## config.mk

```make
export PLATFORM = sky130hd
export DESIGN_NAME = apple1_ps2_keyboard
export DESIGN_NICKNAME = d
export VERILOG_FILES = /design/src/rtl/apple1_ps2_keyboard.sv
export SDC_FILE = /design/constraint.sdc
export NUM_CORES = 1
export LEC_CHECK = 0
export CORE_MARGIN = 5
export CORE_UTILIZATION = 29
export DETAILED_ROUTE_END_ITERATION = 6
export GPL_TIMING_DRIVEN = 0
export PLACE_DENSITY = 0.47
export SLEW_MARGIN = 15
export SYNTH_ARGS = -nofsm -noshare
export SYNTH_HDL_FRONTEND = slang
export SYNTH_SLANG_ARGS = --single-unit
```

## constraint.sdc

```tcl
create_clock -name sys_clock -period 8.72 [get_ports sys_clock]
set_input_delay 1.308 -clock sys_clock [delete_from_list [all_inputs] [get_ports sys_clock]]
set_output_delay 1.308 -clock sys_clock [all_outputs]
set_load 0.01 [all_outputs]
```

## src/rtl/apple1_ps2_keyboard.sv

```systemverilog
// PS/2 set-2 keyboard receiver and Apple-1 ASCII translator with a small key FIFO.
// Valid/ready semantics on the CPU side: kbd_ready is the valid flag for kbd_data;
// a kbd_rd strobe while kbd_ready=1 consumes the head entry, and the next entry
// (or 0 when empty) is visible on the following cycle. kbd_rd while empty is ignored.
module apple1_ps2_keyboard #(
  parameter int FIFO_DEPTH     = 4,
  parameter int TIMEOUT_CYCLES = 114545
) (
  input  logic       sys_clock,
  input  logic       reset,
  input  logic       ps2_clk,
  input  logic       ps2_din,
  input  logic       kbd_rd,
  output logic [6:0] kbd_data,
  output logic       kbd_ready,
  output logic       cls_pulse,
  output logic       reset_req,
  output logic       frame_err
);

  localparam int PW = $clog2(FIFO_DEPTH);
  localparam int TW = $clog2(TIMEOUT_CYCLES + 1);
  localparam logic [TW-1:0] TMO_LAST = TW'(TIMEOUT_CYCLES - 1);
  localparam logic [PW:0]   DEPTH_C  = (PW + 1)'(FIFO_DEPTH);

  localparam logic [1:0] ST_IDLE  = 2'd0;
  localparam logic [1:0] ST_SHIFT = 2'd1;
  localparam logic [1:0] ST_CHECK = 2'd2;

  // Two-stage synchronizers plus a delayed copy of the clock for edge detection.
  logic clk_s1_q, clk_s2_q, clk_prev_q, din_s1_q, din_s2_q;
  always_ff @(posedge sys_clock or posedge reset) begin
    if (reset) begin
      clk_s1_q   <= 1'b1;
      clk_s2_q   <= 1'b1;
      clk_prev_q <= 1'b1;
      din_s1_q   <= 1'b1;
      din_s2_q   <= 1'b1;
    end else begin
      clk_s1_q   <= ps2_clk;
      clk_s2_q   <= clk_s1_q;
      clk_prev_q <= clk_s2_q;
      din_s1_q   <= ps2_din;
      din_s2_q   <= din_s1_q;
    end
  end

  logic fall_edge;
  assign fall_edge = clk_prev_q & ~clk_s2_q;

  // Receiver: shift register fills from the top, so after 10 edges
  // [7:0] is the data byte, [8] parity and [9] the stop bit.
  logic [1:0]    state_q, state_d;
  logic [3:0]    bit_cnt_q, bit_cnt_d;
  logic [9:0]    shreg_q, shreg_d;
  logic [TW-1:0] tmo_q, tmo_d;
  logic          rx_valid_q, rx_valid_d;
  logic [7:0]    rx_byte_q, rx_byte_d;
  logic          frame_err_q, frame_err_d;

  // Receiver next-state: start detect, bit collection, timeout, frame check.
  always_comb begin
    state_d     = state_q;
    bit_cnt_d   = bit_cnt_q;
    shreg_d     = shreg_q;
    tmo_d       = tmo_q;
    rx_valid_d  = 1'b0;
    rx_byte_d   = rx_byte_q;
    frame_err_d = 1'b0;
    case (state_q)
      ST_IDLE: begin
        tmo_d = '0;
        if (fall_edge && !din_s2_q) begin
          state_d   = ST_SHIFT;
          bit_cnt_d = 4'd0;
        end
      end
      ST_SHIFT: begin
        if (fall_edge) begin
          shreg_d   = {din_s2_q, shreg_q[9:1]};
          tmo_d     = '0;
          bit_cnt_d = bit_cnt_q + 4'd1;
          if (bit_cnt_q == 4'd9) state_d = ST_CHECK;
        end else if (tmo_q == TMO_LAST) begin
          state_d = ST_IDLE;
          tmo_d   = '0;
        end else begin
          tmo_d = tmo_q + 1'b1;
        end
      end
      ST_CHECK: begin
        state_d = ST_IDLE;
        if ((^shreg_q[8:0]) && shreg_q[9]) begin
          rx_valid_d = 1'b1;
          rx_byte_d  = shreg_q[7:0];
        end else begin
          frame_err_d = 1'b1;
        end
      end
      default: state_d = ST_IDLE;
    endcase
  end

  // Receiver state registers.
  always_ff @(posedge sys_clock or posedge reset) begin
    if (reset) begin
      state_q     <= ST_IDLE;
      bit_cnt_q   <= 4'd0;
      shreg_q     <= 10'd0;
      tmo_q       <= '0;
      rx_valid_q  <= 1'b0;
      rx_byte_q   <= 8'd0;
      frame_err_q <= 1'b0;
    end else begin
      state_q     <= state_d;
      bit_cnt_q   <= bit_cnt_d;
      shreg_q     <= shreg_d;
      tmo_q       <= tmo_d;
      rx_valid_q  <= rx_valid_d;
      rx_byte_q   <= rx_byte_d;
      frame_err_q <= frame_err_d;
    end
  end

  // Scan code to {hit, ascii}. Letters ignore shift and honour ctrl; everything
  // else honours shift and has lowercase-range results folded down by 0x20.
  function automatic logic [7:0] translate(input logic [7:0] sc, input logic sh, input logic ct);
    logic       hit;
    logic [6:0] a;
    hit = 1'b1;
    case (sc)
      8'h1C: a = 7'h41;  8'h32: a = 7'h42;  8'h21: a = 7'h43;  8'h23: a = 7'h44;
      8'h24: a = 7'h45;  8'h2B: a = 7'h46;  8'h34: a = 7'h47;  8'h33: a = 7'h48;
      8'h43: a = 7'h49;  8'h3B: a = 7'h4A;  8'h42: a = 7'h4B;  8'h4B: a = 7'h4C;
      8'h3A: a = 7'h4D;  8'h31: a = 7'h4E;  8'h44: a = 7'h4F;  8'h4D: a = 7'h50;
      8'h15: a = 7'h51;  8'h2D: a = 7'h52;  8'h1B: a = 7'h53;  8'h2C: a = 7'h54;
      8'h3C: a = 7'h55;  8'h2A: a = 7'h56;  8'h1D: a = 7'h57;  8'h22: a = 7'h58;
      8'h35: a = 7'h59;  8'h1A: a = 7'h5A;
      default: a = 7'h00;
    endcase
    if (a != 7'h00) begin
      if (ct) a = a & 7'h1F;
    end else begin
      case (sc)
        8'h16: a = sh ? 7'h21 : 7'h31;  8'h1E: a = sh ? 7'h40 : 7'h32;
        8'h26: a = sh ? 7'h23 : 7'h33;  8'h25: a = sh ? 7'h24 : 7'h34;
        8'h2E: a = sh ? 7'h25 : 7'h35;  8'h36: a = sh ? 7'h5E : 7'h36;
        8'h3D: a = sh ? 7'h26 : 7'h37;  8'h3E: a = sh ? 7'h2A : 7'h38;
        8'h46: a = sh ? 7'h28 : 7'h39;  8'h45: a = sh ? 7'h29 : 7'h30;
        8'h4E: a = sh ? 7'h5F : 7'h2D;  8'h55: a = sh ? 7'h2B : 7'h3D;
        8'h54: a = sh ? 7'h7B : 7'h5B;  8'h5B: a = sh ? 7'h7D : 7'h5D;
        8'h4C: a = sh ? 7'h3A : 7'h3B;  8'h52: a = sh ? 7'h22 : 7'h27;
        8'h41: a = sh ? 7'h3C : 7'h2C;  8'h49: a = sh ? 7'h3E : 7'h2E;
        8'h4A: a = sh ? 7'h3F : 7'h2F;  8'h5D: a = sh ? 7'h7C : 7'h5C;
        8'h0E: a = sh ? 7'h7E : 7'h60;
        8'h5A: a = 7'h0D;  8'h29: a = 7'h20;  8'h76: a = 7'h1B;  8'h66: a = 7'h5F;
        default: hit = 1'b0;
      endcase
      if (a[6:5] == 2'b11) a[5] = 1'b0;
    end
    return {hit, a};
  endfunction

  logic       ext_q, ext_d, brk_q, brk_d, shift_q, shift_d, ctrl_q, ctrl_d;
  logic       cls_q, cls_d, rreq_q, rreq_d;
  logic       push;
  logic [6:0] push_data;
  logic [7:0] xl;

  // Decoder: prefix flags, modifier tracking and hotkeys, one byte per cycle.
  always_comb begin
    ext_d     = ext_q;
    brk_d     = brk_q;
    shift_d   = shift_q;
    ctrl_d    = ctrl_q;
    cls_d     = 1'b0;
    rreq_d    = 1'b0;
    push      = 1'b0;
    xl        = translate(rx_byte_q, shift_q, ctrl_q);
    push_data = xl[6:0];
    if (rx_valid_q) begin
      if (rx_byte_q == 8'hE0) ext_d = 1'b1;
      else if (rx_byte_q == 8'hF0) brk_d = 1'b1;
      else begin
        ext_d = 1'b0;
        brk_d = 1'b0;
        if (!ext_q && (rx_byte_q == 8'h12 || rx_byte_q == 8'h59)) shift_d = !brk_q;
        else if (rx_byte_q == 8'h14) ctrl_d = !brk_q;
        else if (!brk_q && !ext_q) begin
          if (rx_byte_q == 8'h05) cls_d = 1'b1;
          else if (rx_byte_q == 8'h07) rreq_d = 1'b1;
          else push = xl[7];
        end
      end
    end
  end

  // FIFO: registered array, head read combinationally.
  logic [6:0]    mem_q [FIFO_DEPTH];
  logic [6:0]    mem_d [FIFO_DEPTH];
  logic [PW-1:0] rd_q, rd_d, wr_q, wr_d;
  logic [PW:0]   cnt_q, cnt_d;
  logic          pop, wr_en;

  assign pop   = kbd_rd && (cnt_q != '0);
  assign wr_en = push && ((cnt_q != DEPTH_C) || pop);

  // FIFO next-state; a full FIFO still accepts a push when a pop frees the slot.
  always_comb begin
    mem_d = mem_q;
    rd_d  = rd_q;
    wr_d  = wr_q;
    cnt_d = cnt_q;
    if (wr_en) begin
      mem_d[wr_q] = push_data;
      wr_d        = wr_q + 1'b1;
    end
    if (pop) rd_d = rd_q + 1'b1;
    case ({wr_en, pop})
      2'b10:   cnt_d = cnt_q + 1'b1;
      2'b01:   cnt_d = cnt_q - 1'b1;
      default: cnt_d = cnt_q;
    endcase
  end

  // Decoder and FIFO registers.
  always_ff @(posedge sys_clock or posedge reset) begin
    if (reset) begin
      ext_q   <= 1'b0;
      brk_q   <= 1'b0;
      shift_q <= 1'b0;
      ctrl_q  <= 1'b0;
      cls_q   <= 1'b0;
      rreq_q  <= 1'b0;
      rd_q    <= '0;
      wr_q    <= '0;
      cnt_q   <= '0;
      for (int i = 0; i < FIFO_DEPTH; i++) mem_q[i] <= 7'h00;
    end else begin
      ext_q   <= ext_d;
      brk_q   <= brk_d;
      shift_q <= shift_d;
      ctrl_q  <= ctrl_d;
      cls_q   <= cls_d;
      rreq_q  <= rreq_d;
      rd_q    <= rd_d;
      wr_q    <= wr_d;
      cnt_q   <= cnt_d;
      mem_q   <= mem_d;
    end
  end

  assign kbd_ready = (cnt_q != '0);
  assign kbd_data  = kbd_ready ? mem_q[rd_q] : 7'h00;
  assign cls_pulse = cls_q;
  assign reset_req = rreq_q;
  assign frame_err = frame_err_q;

endmodule

```

==> results of run 1 <==
==> Yosys cell counts (4+ instances only) <==
master,number,area share [%]
a21oi_1,19,1.7
o22a_1,5,0.77
nand2b_1,17,1.9
nand2_1,68,4.5
o22ai_1,6,0.66
a31oi_1,6,0.66
nand4_1,8,0.88
xnor2_1,12,1.9
nand3b_1,8,1.1
mux4_2,7,2.8
and3_1,10,1.1
nor2b_1,6,0.66
dfstp_2,5,2.3
a211oi_4,4,1.4
nor4_1,4,0.44
buf_4,5,0.66
mux2i_1,7,1.2
inv_1,21,1.4
or3b_2,4,0.62
ha_1,16,3.5
o21ai_0,46,4.1
mux2_2,28,5.6
a211oi_1,6,0.80
buf_2,16,1.4
nand3_1,14,1.2
and2_1,16,1.8
o21bai_1,4,0.53
dfrtp_1,84,37
nor3_1,13,1.1
clkbuf_1,15,0.99
nor2_1,34,2.3
o32a_1,6,1.1
xor2_1,9,1.4
a21o_1,4,0.53
==> logic make-up after synthesis <==
group / synth area share, %
compound gates: 17.11
xor+xnor: 3.250
fa+ha+maj: 3.891
buf+inv: 5.063
flops: 39.47
mux: 10.19
simple gates: 21.03
==> cell type report <==
class | count | area (sq um)
clock buffers | 12 | 246.5
inverters | 23 | 88.84
plain buffers | 39 | 200.2
multi-input cells | 445 | 3141
clock inverters | 4 | 51.30
well taps | 265 | 331.6
fillers | 1996 | 12860
repair buffers | 16 | 177.7
flip-flops and latches | 89 | 2233
==> report_power, final <==
group	internal, W	leakage, nW	total, W	switching (W)
combinational	0.0000969	1.39	0.000214	0.000117
clock	0.000231	0.143	0.000392	0.000162
sequential	0.000455	1.20	0.000493	0.0000388
==> how the worst max path moves through the flow <==
stage / end / start / cells past startpoint
floorplan: bit_cnt_q[0] / reset / 1
global placement: shreg_q[1] / reset / 2
detailed placement: cnt_q[2] / rx_byte_q[1] / 17
CTS: cnt_q[2] / rx_byte_q[1] / 17
global route: cnt_q[2] / rx_byte_q[1] / 17
finish: cnt_q[2] / rx_byte_q[1] / 17
==> registers in the layout (all words and copies together) (netlist names), 2 cells and up <==
signal,count
bit_cnt_q,4
rd_q,2
mem_q,28
rx_byte_q,8
state_q,2
shreg_q,10
cnt_q,3
wr_q,2
tmo_q,17
==> critical path: stages, from the launching register on <==
cell and delay, ps:
dfrtp_1 530, inv_1 190, ha_1 150, buf_2 240, mux2i_1 140, a21bo_2 230, a2111oi_1 870, nor2_1 150
nor4bb_1 200, buf_6 180, a211oi_2 350, inv_1 80, ha_1 210, inv_1 80, fa_1 180, xor2_1 150
nor2_1 60, xor2_1 140
==> per-stage QoR <==
| stage | area [sq um] | instances |
|---|---|---|
| floorplan | 5659 | 596 |
| global placement | 6141 | 876 |
| detailed placement | 6172 | 877 |
| CTS | 6470 | 893 |
| global route | 6470 | 893 |
| finish | 6470 | 893 |
==> routing by layer <==
| metal | vias up | share of wire (%) |
|---|---|---|
| li1 | 2204 | - |
| met1 | 2299 | 45 |
| met4 | 0 | 2.7 |
| met3 | 26 | 5.3 |
| met2 | 154 | 48 |
| met5 | - | 0 |
==> flow_metrics.env, run 1 <==
export IMPL_status="completed"
export IMPL_core_sq_um=19330
export IMPL_cts_clk_slew_worst_paths_ps=60
export IMPL_crit_type="reg2reg"
export IMPL_netlist_area_sq_um=5659
export IMPL_cts_resized=0
export IMPL_slew_violations=0
export IMPL_min_from="din_s1_q"
export IMPL_routed_wl_um=15320
export IMPL_syn_num_nets=618
export IMPL_drv_cap=0
export IMPL_dp_slack_ps=4537
export IMPL_synthCells=596
export IMPL_fin_tns_setup_ps=0
export IMPL_hold_viol_final=0
export IMPL_track_usage_pct=14.27
export IMPL_ios=16
export IMPL_grt_antenna_before_repair=0
export IMPL_ant_nets=0
export IMPL_max_freq_mhz=234.2
export IMPL_io_buffers=15
export IMPL_area_growth_pct=14.33
export IMPL_slew_headroom_pct=32.28
export IMPL_start_util_pct=29.27
export IMPL_firstDrtPassIters=5
export IMPL_layout_commonest_cell="dfrtp_1"
export IMPL_rows=51
export IMPL_viasPerCell=5.244
export IMPL_critPathArrivalTime_ps=4500
export IMPL_drtIter0Drc=422
export IMPL_r2r_end="cnt_q[2]"
export IMPL_end_kind="flop"
export IMPL_die_area_sq_um=22410
export IMPL_diodes=0
export IMPL_peakVddDrop_uv=90.60
export IMPL_hp_class="reg2reg"
export IMPL_ff2ff_path_depth=17
export IMPL_clockBufferDepth=2
export IMPL_cts_buffers=9
export IMPL_crit_fanout=11
export IMPL_synth_seq_cells=89
export IMPL_worst_pin_slew_ps=1013
export IMPL_grt_max_degree=61
export IMPL_final_setup_viol_count=0
export IMPL_met2_usage_pct=23.24
export IMPL_synth_async_sr_flop_share_pct=100.0
export IMPL_post_cts_buffers=0
export IMPL_drc_errors=0
export IMPL_rrSetupSlack_ps=4450
export IMPL_critPathRequiredTime_ps=8950
export IMPL_period_needed_ps=4269
export IMPL_ys_types=74
export IMPL_use_met3_pct=3.028
export IMPL_ys_flop_type="dfrtp_1"
export IMPL_nets=645
export IMPL_skew_ps=4.944
export IMPL_drive_gt1_share_pct=14.81
export IMPL_grt_use_met1_pct=18.52
export IMPL_rsz0062_at_grt="false"
export IMPL_grt_pass1_wl_um=25190
export IMPL_die_y_um=149.7
export IMPL_hold_slack_ps=354.4
export IMPL_clk_insertion_delay_late_ps=350
export IMPL_avgSynthCellArea_sq_um=9.495
export IMPL_r2r_start="rx_byte_q[1]"
export IMPL_worst_hold_path_endpoint="din_s2_q"
export IMPL_power_density_nw_per_um2=169.9
export IMPL_p_leak_nw=2.736
export IMPL_cts_sinks=89
export IMPL_gp_congestion=1.003
export IMPL_top_usage_layer="met2"
export IMPL_fp_dieW_um=149.7
export IMPL_finalPower_w=0.001099
export IMPL_cp_start_kind="flop"
export IMPL_period_share_pct=48.96
export IMPL_cts_tree="done"
export IMPL_wire_per_inst_um=17.16
export IMPL_yosys_warnings=0
export IMPL_first_global_vias=4644
export IMPL_post_route_util_pct=33.46
export IMPL_hold_depth=0
export IMPL_vias=4683
export IMPL_grt_overflow_total=0
export IMPL_h_tree_depth=3
export IMPL_finalWorstSetupSlack_ps=4451
export IMPL_synth_edff_count=0
export IMPL_cts_hold_buffers_added=0
export IMPL_cts_root_buf="clkbuf_16"
export IMPL_hpwlAfterDp_um=11050
export IMPL_final_cell_mix="dfrtp_1 (84), nand2_1 (68), o21ai_0 (46)"
export IMPL_seq_area_frac_synth_pct=39.46
No activity file was read; power rests on OpenSTA's default activity.
==> inputs of run 2 (changes only) <==
==> constraint.sdc (replaced) <==
create_clock -name sys_clock -period 4.15 [get_ports sys_clock]
set_input_delay 0.6225 -clock sys_clock [delete_from_list [all_inputs] [get_ports sys_clock]]
set_output_delay 0.6225 -clock sys_clock [all_outputs]
set_load 0.01 [all_outputs]
==> run 2 against run 1 <==
Cell area grew 1.0%. Non-clock buffer count grew 3. Die area is the same. Utilization grew 0.35 points. Combinational power grew 110%. Fmax grew 12%. Clock power grew 110%. Hold slack is essentially flat.
==> flow_metrics.env, run 2 (synthesis gave the netlist of run 1 again) <==
export IMPL_slew_violations=0
export IMPL_power_clock_fraction_pct=35.7
export IMPL_gp_congestion=1.003
export IMPL_cts_hold_buffers_added=0
export IMPL_grt_antenna_before_repair=0
export IMPL_reg_top3="mem_q: 28 flops, tmo_q: 17 flops, shreg_q: 10 flops"
export IMPL_cp_start_kind="flop"
export IMPL_core_sq_um=19330
export IMPL_layout_commonest_cell="dfrtp_1"
export IMPL_cts_clk_slew_worst_paths_ps=60
export IMPL_hold_depth=0
export IMPL_power_density_nw_per_um2=353.1
export IMPL_die_area_sq_um=22410
export IMPL_sw_frac_of_total_pct=28.81
export IMPL_track_usage_pct=14.27
export IMPL_fp_dieW_um=149.7
export IMPL_peakVddDrop_uv=190.5
export IMPL_final_cell_mix="dfrtp_1 (83), nand2_1 (68), o21ai_0 (46)"
export IMPL_period_needed_ps=3802
export IMPL_slew_headroom_pct=49.96
export IMPL_fin_tns_setup_ps=0
export IMPL_rsz0062_at_grt="false"
export IMPL_grt_max_degree=61
export IMPL_largest_reg_flops=28
export IMPL_dp_slack_ps=-32.91
export IMPL_crit_type="reg2reg"
export IMPL_worst_pin_slew_ps=750.6
export IMPL_largest_register="mem_q"
export IMPL_vias=4688
export IMPL_drc_errors=0
export IMPL_routed_wl_um=15370
export IMPL_crit_fanout=10
export IMPL_grt_overflow_total=0
export IMPL_viasPerCell=5.232
export IMPL_fill_cells=1991
export IMPL_hp_class="reg2reg"
export IMPL_p_leak_nw=2.757
export IMPL_cts_sinks=89
export IMPL_finalWorstSetupSlack_ps=347.8
export IMPL_rows=51
export IMPL_ff2ff_path_depth=18
export IMPL_grt_pass1_wl_um=25190
export IMPL_period_share_pct=91.62
export IMPL_drv_cap=0
export IMPL_combPwrFrac_pct=19.4
export IMPL_hold_viol_final=0
export IMPL_nets=648
export IMPL_status="completed"
export IMPL_start_util_pct=29.27
export IMPL_drive_gt1_share_pct=16.16
export IMPL_h_tree_depth=3
export IMPL_wire_per_inst_um=17.15
export IMPL_hpwlAfterDp_um=11050
export IMPL_final_area_sq_um=6538
export IMPL_end_kind="flop"
export IMPL_ios=16
export IMPL_firstDrtPassIters=5
export IMPL_cts_root_buf="clkbuf_16"
export IMPL_clk_insertion_delay_late_ps=350
export IMPL_drtIter0Drc=433
export IMPL_cts_tree="done"
export IMPL_die_y_um=149.7
export IMPL_area_growth_pct=15.52
export IMPL_first_global_vias=4644
export IMPL_placed_area_sq_um=6172
export IMPL_p_int_w=0.001643
export IMPL_final_setup_viol_count=0
export IMPL_cts_buffers=9
export IMPL_critPathArrivalTime_ps=4070
export IMPL_io_buffers=15
export IMPL_skew_ps=4.965
export IMPL_power_switching_w=0.0006651
export IMPL_seqPwrFrac_pct=44.9
export IMPL_ant_nets=0
export IMPL_clockBufferDepth=2
export IMPL_max_freq_mhz=263.0
export IMPL_diodes=0
export IMPL_critPathRequiredTime_ps=4420
==> run 2: cell type report <==
type                            instances  area (sq um)  share of cell area [%]
Timing Repair Buffer                   19         200.2                   3.062
Clock inverter                          4         51.30                  0.7847
Inverter                               23         88.84                   1.359
Sequential cell                        89          2235                   34.18
Tap cell                              265         331.6                   5.072
Multi-Input combinational cell        445          3181                   48.65
Buffer                                 39         203.9                   3.120
Clock buffer                           12         246.5                   3.770
==> run 2: path summary, 6_finish.rpt <==
kind,slack [ps],startpoint,to
min reg2reg,350,din_s1_q,din_s2_q
min,350,din_s1_q,din_s2_q
max in group asynchronous,2860,reset,din_s1_q
max,350,rx_byte_q[2],cnt_q[2]
max reg2reg,350,rx_byte_q[2],cnt_q[2]
min in group asynchronous,630,reset,mem_q[13]
==> run 2: critical path, stage by stage, from the launching register on <==
cell and delay [ps]:
dfrtp_1 370, buf_2 250, clkbuf_4 260, inv_1 140
ha_1 200, nor2b_1 120, a311oi_1 80, a311o_1 350
nor2_1 170, nor4bb_2 330, buf_6 220, a211oi_2 120
inv_1 70, ha_1 170, inv_1 60, fa_1 380
xor2_1 150, nor2_1 110, xor2_1 150
==> run 2: per-stage QoR <==
stage          hold WS (ps)  cells  power (W)  util (%)
6_report              354.5    896   0.002308     33.81
3_5_place_dp          347.5    877   0.001513     31.92
2_1_floorplan         345.2    596   0.001386         -
5_1_grt               361.8    896   0.002461     33.81
3_3_place_gp          347.5    876   0.001492     31.76
4_1_cts               355.4    893   0.002360     33.49
==> run 2: metal layers <==
| layer | routed length, um | GRT usage (%) |
|---|---|---|
| met5 | 0 | 0 |
| met4 | 446 | 5.718 |
| met3 | 762 | 3.028 |
| met2 | 7241 | 23.24 |
| met1 | 6917 | 18.52 |
==> run 2: repair_timing <==
action / CTS / global route
resized for setup: 1 / 9
pin swaps: 0 / 1
setup endpoints to repair: 2 / 2
setup buffers: 0 / 3
==> run 2: power by group through the flow <==
stage / combinational (W) / sequential [W] / clock, W
3_3_place_gp: 0.000443 / 0.00105 / 0
4_1_cts: 0.000463 / 0.00104 / 0.000860
6_report: 0.000448 / 0.00104 / 0.000824
5_1_grt: 0.000515 / 0.00105 / 0.000894
3_5_place_dp: 0.000459 / 0.00105 / 0
2_1_floorplan: 0.000355 / 0.00103 / 0
==> inputs of run 3 (changes only) <==
--- a/config.mk
+++ b/config.mk
@@ -5,11 +5,10 @@
 export SDC_FILE = /design/constraint.sdc
 export NUM_CORES = 1
 export LEC_CHECK = 0
-export CORE_MARGIN = 5
-export CORE_UTILIZATION = 29
+export CORE_UTILIZATION = 50
 export DETAILED_ROUTE_END_ITERATION = 6
 export GPL_TIMING_DRIVEN = 0
-export PLACE_DENSITY = 0.47
+export PLACE_DENSITY = 0.7
 export SLEW_MARGIN = 15
 export SYNTH_ARGS = -nofsm -noshare
 export SYNTH_HDL_FRONTEND = slang
==> constraint.sdc (replaced) <==
create_clock -name sys_clock -period 4.15 [get_ports sys_clock]
set_input_delay 1.245 -clock sys_clock [delete_from_list [all_inputs] [get_ports sys_clock]]
set_output_delay 1.245 -clock sys_clock [all_outputs]
set_load 0.01 [all_outputs]
==> run 3 against run 2 <==
Sequential power barely moved. Non-clock buffer count fell by 2. Combinational power barely moved. Hold slack improved by 2.1 ps. Critical path type unchanged. Critical endpoint unchanged. Largest cell class unchanged. Largest power group unchanged.
==> flow_metrics.env, run 3 (synthesis gave the netlist of run 1 again) <==
export IMPL_rows=38
export IMPL_clk_insertion_delay_late_ps=350
export IMPL_ios=16
export IMPL_viasPerCell=6.185
export IMPL_crit_buf_inv=6
export IMPL_io_buffers=15
export IMPL_critPathRequiredTime_ps=4390
export IMPL_finalPower_w=0.002246
export IMPL_slew_headroom_pct=50.40
export IMPL_clockBufferDepth=2
export IMPL_drtIter0Drc=332
export IMPL_cts_clk_slew_worst_paths_ps=70
export IMPL_peakVddDrop_uv=392.5
export IMPL_dp_cells=752
export IMPL_gp_congestion=0.9227
export IMPL_die_area_sq_um=11750
export IMPL_slew_violations=0
export IMPL_drc_errors=0
export IMPL_crit_fanout=11
export IMPL_critPathArrivalTime_ps=4220
export IMPL_layout_commonest_cell="dfrtp_1"
export IMPL_cpMostUsedCell="inv_1"
export IMPL_hp_class="reg2reg"
export IMPL_cts_buffers=9
export IMPL_cp_start_kind="flop"
export IMPL_crit_type="reg2reg"
export IMPL_path_depth=17
export IMPL_first_global_vias=4626
export IMPL_grt_overflow_total=0
export IMPL_rsz0062_at_grt="false"
export IMPL_period_needed_ps=3978
export IMPL_final_cells=769
export IMPL_core_sq_um=10940
export IMPL_end_kind="flop"
export IMPL_hpwlAfterDp_um=10450
export IMPL_fp_dieW_um=108.4
export IMPL_worst_pin_slew_ps=744.0
export IMPL_firstDrtPassIters=6
export IMPL_nets=646
export IMPL_path_cells="inv_1, ha_1, clkbuf_2, inv_1, o41ai_1, o21ai_0, a21oi_1, nor4bb_2, buf_6, a211oi_2, inv_1, ha_1, inv_1, fa_1, xor2_1, nor2_1, xor2_1"
export IMPL_hold_slack_ps=356.6
export IMPL_period_share_pct=95.85
export IMPL_grt_pass1_wl_um=23690
export IMPL_status="completed"
export IMPL_post_route_util_pct=57.72
export IMPL_cts_tree="done"
export IMPL_grt_max_degree=53
export IMPL_routed_wl_um=14540
export IMPL_drv_cap=0
export IMPL_ant_nets=0
export IMPL_fin_tns_setup_ps=0
export IMPL_skew_ps=6.475
export IMPL_diodes=0
export IMPL_die_y_um=108.4
export IMPL_h_tree_depth=3
export IMPL_crit_slowest_cell="dfrtp_2"
export IMPL_crit_family="compound AO/OA/AOI/OAI gates"
export IMPL_drive_gt1_share_pct=15.90
export IMPL_reg_top3="mem_q: 28 flops, tmo_q: 17 flops, shreg_q: 10 flops"
export IMPL_final_setup_viol_count=0
export IMPL_largest_register="mem_q"
export IMPL_power_density_nw_per_um2=355.8
export IMPL_largest_reg_flops=28
export IMPL_ff2ff_path_depth=17
export IMPL_final_cell_mix="dfrtp_1 (83), nand2_1 (68), o21ai_0 (46)"
export IMPL_slowest_delay_ps=500
export IMPL_area_growth_pct=11.54
export IMPL_p_leak_nw=2.730
export IMPL_cts_sinks=89
export IMPL_cts_root_buf="clkbuf_16"
export IMPL_start_util_pct=51.75
export IMPL_max_freq_mhz=251.4
export IMPL_vias=4756
export IMPL_wire_per_inst_um=18.91
export IMPL_track_usage_pct=26.48
export IMPL_grt_antenna_before_repair=0
export IMPL_hold_viol_final=0
export IMPL_hold_depth=0
## run 3: area by class of cell
cell class	count	area, sq um
Multi-Input combinational cell	445	3156
Tap cell	140	175.2
Inverter	23	88.84
Buffer	39	201.4
Clock buffer	10	229.0
Timing Repair Buffer	17	185.2
Sequential cell	89	2235
Fill cell	971	4623
Clock inverter	6	42.54
## run 3: report_power, final
group          internal, W  leakage (nW)  total [W]  switching [W]
Sequential        0.000955          1.20    0.00103      0.0000798
Clock             0.000407         0.129   0.000761       0.000354
Combinational     0.000204          1.40   0.000450       0.000246
## run 3: metal layers
layer	routed length (um)	global-route usage (%)	up-vias	share of wire (%)
li1	-	-	2199	-
met1	6322	34.65	2333	43
met2	6916	42.27	177	48
met3	818	5.124	47	5.6
met4	487	12.36	0	3.3
met5	0	0	-	0
## run 3: final timing paths
path	from	to	slack, ps
worst min-delay path	clk_s1_q	clk_s2_q	360
min in group asynchronous	reset	mem_q[26]	1290
max in group asynchronous	reset	din_s2_q	2200
worst min register to register	clk_s1_q	clk_s2_q	360
worst max-delay path	rx_byte_q[1]	cnt_q[2]	170
worst max register to register	rx_byte_q[1]	cnt_q[2]	170
## run 3: metrics by stage
stage	worst slack, ps	cell area, sq um
global placement	-658.1	5984
detailed placement	-201.2	6015
finish	172.2	6312
CTS	23.69	6287
floorplan	606.4	5659
global route	39.51	6312
## run 3: timing repair
| item | in CTS | in global routing |
|---|---|---|
| gates resized for setup | 1 | 6 |
| pin swaps | 0 | 1 |
| hold endpoints to repair | 0 | 0 |
| setup endpoints to repair | 2 | 2 |
| hold buffers | 0 | 0 |
| buffers inserted | 0 | 1 |
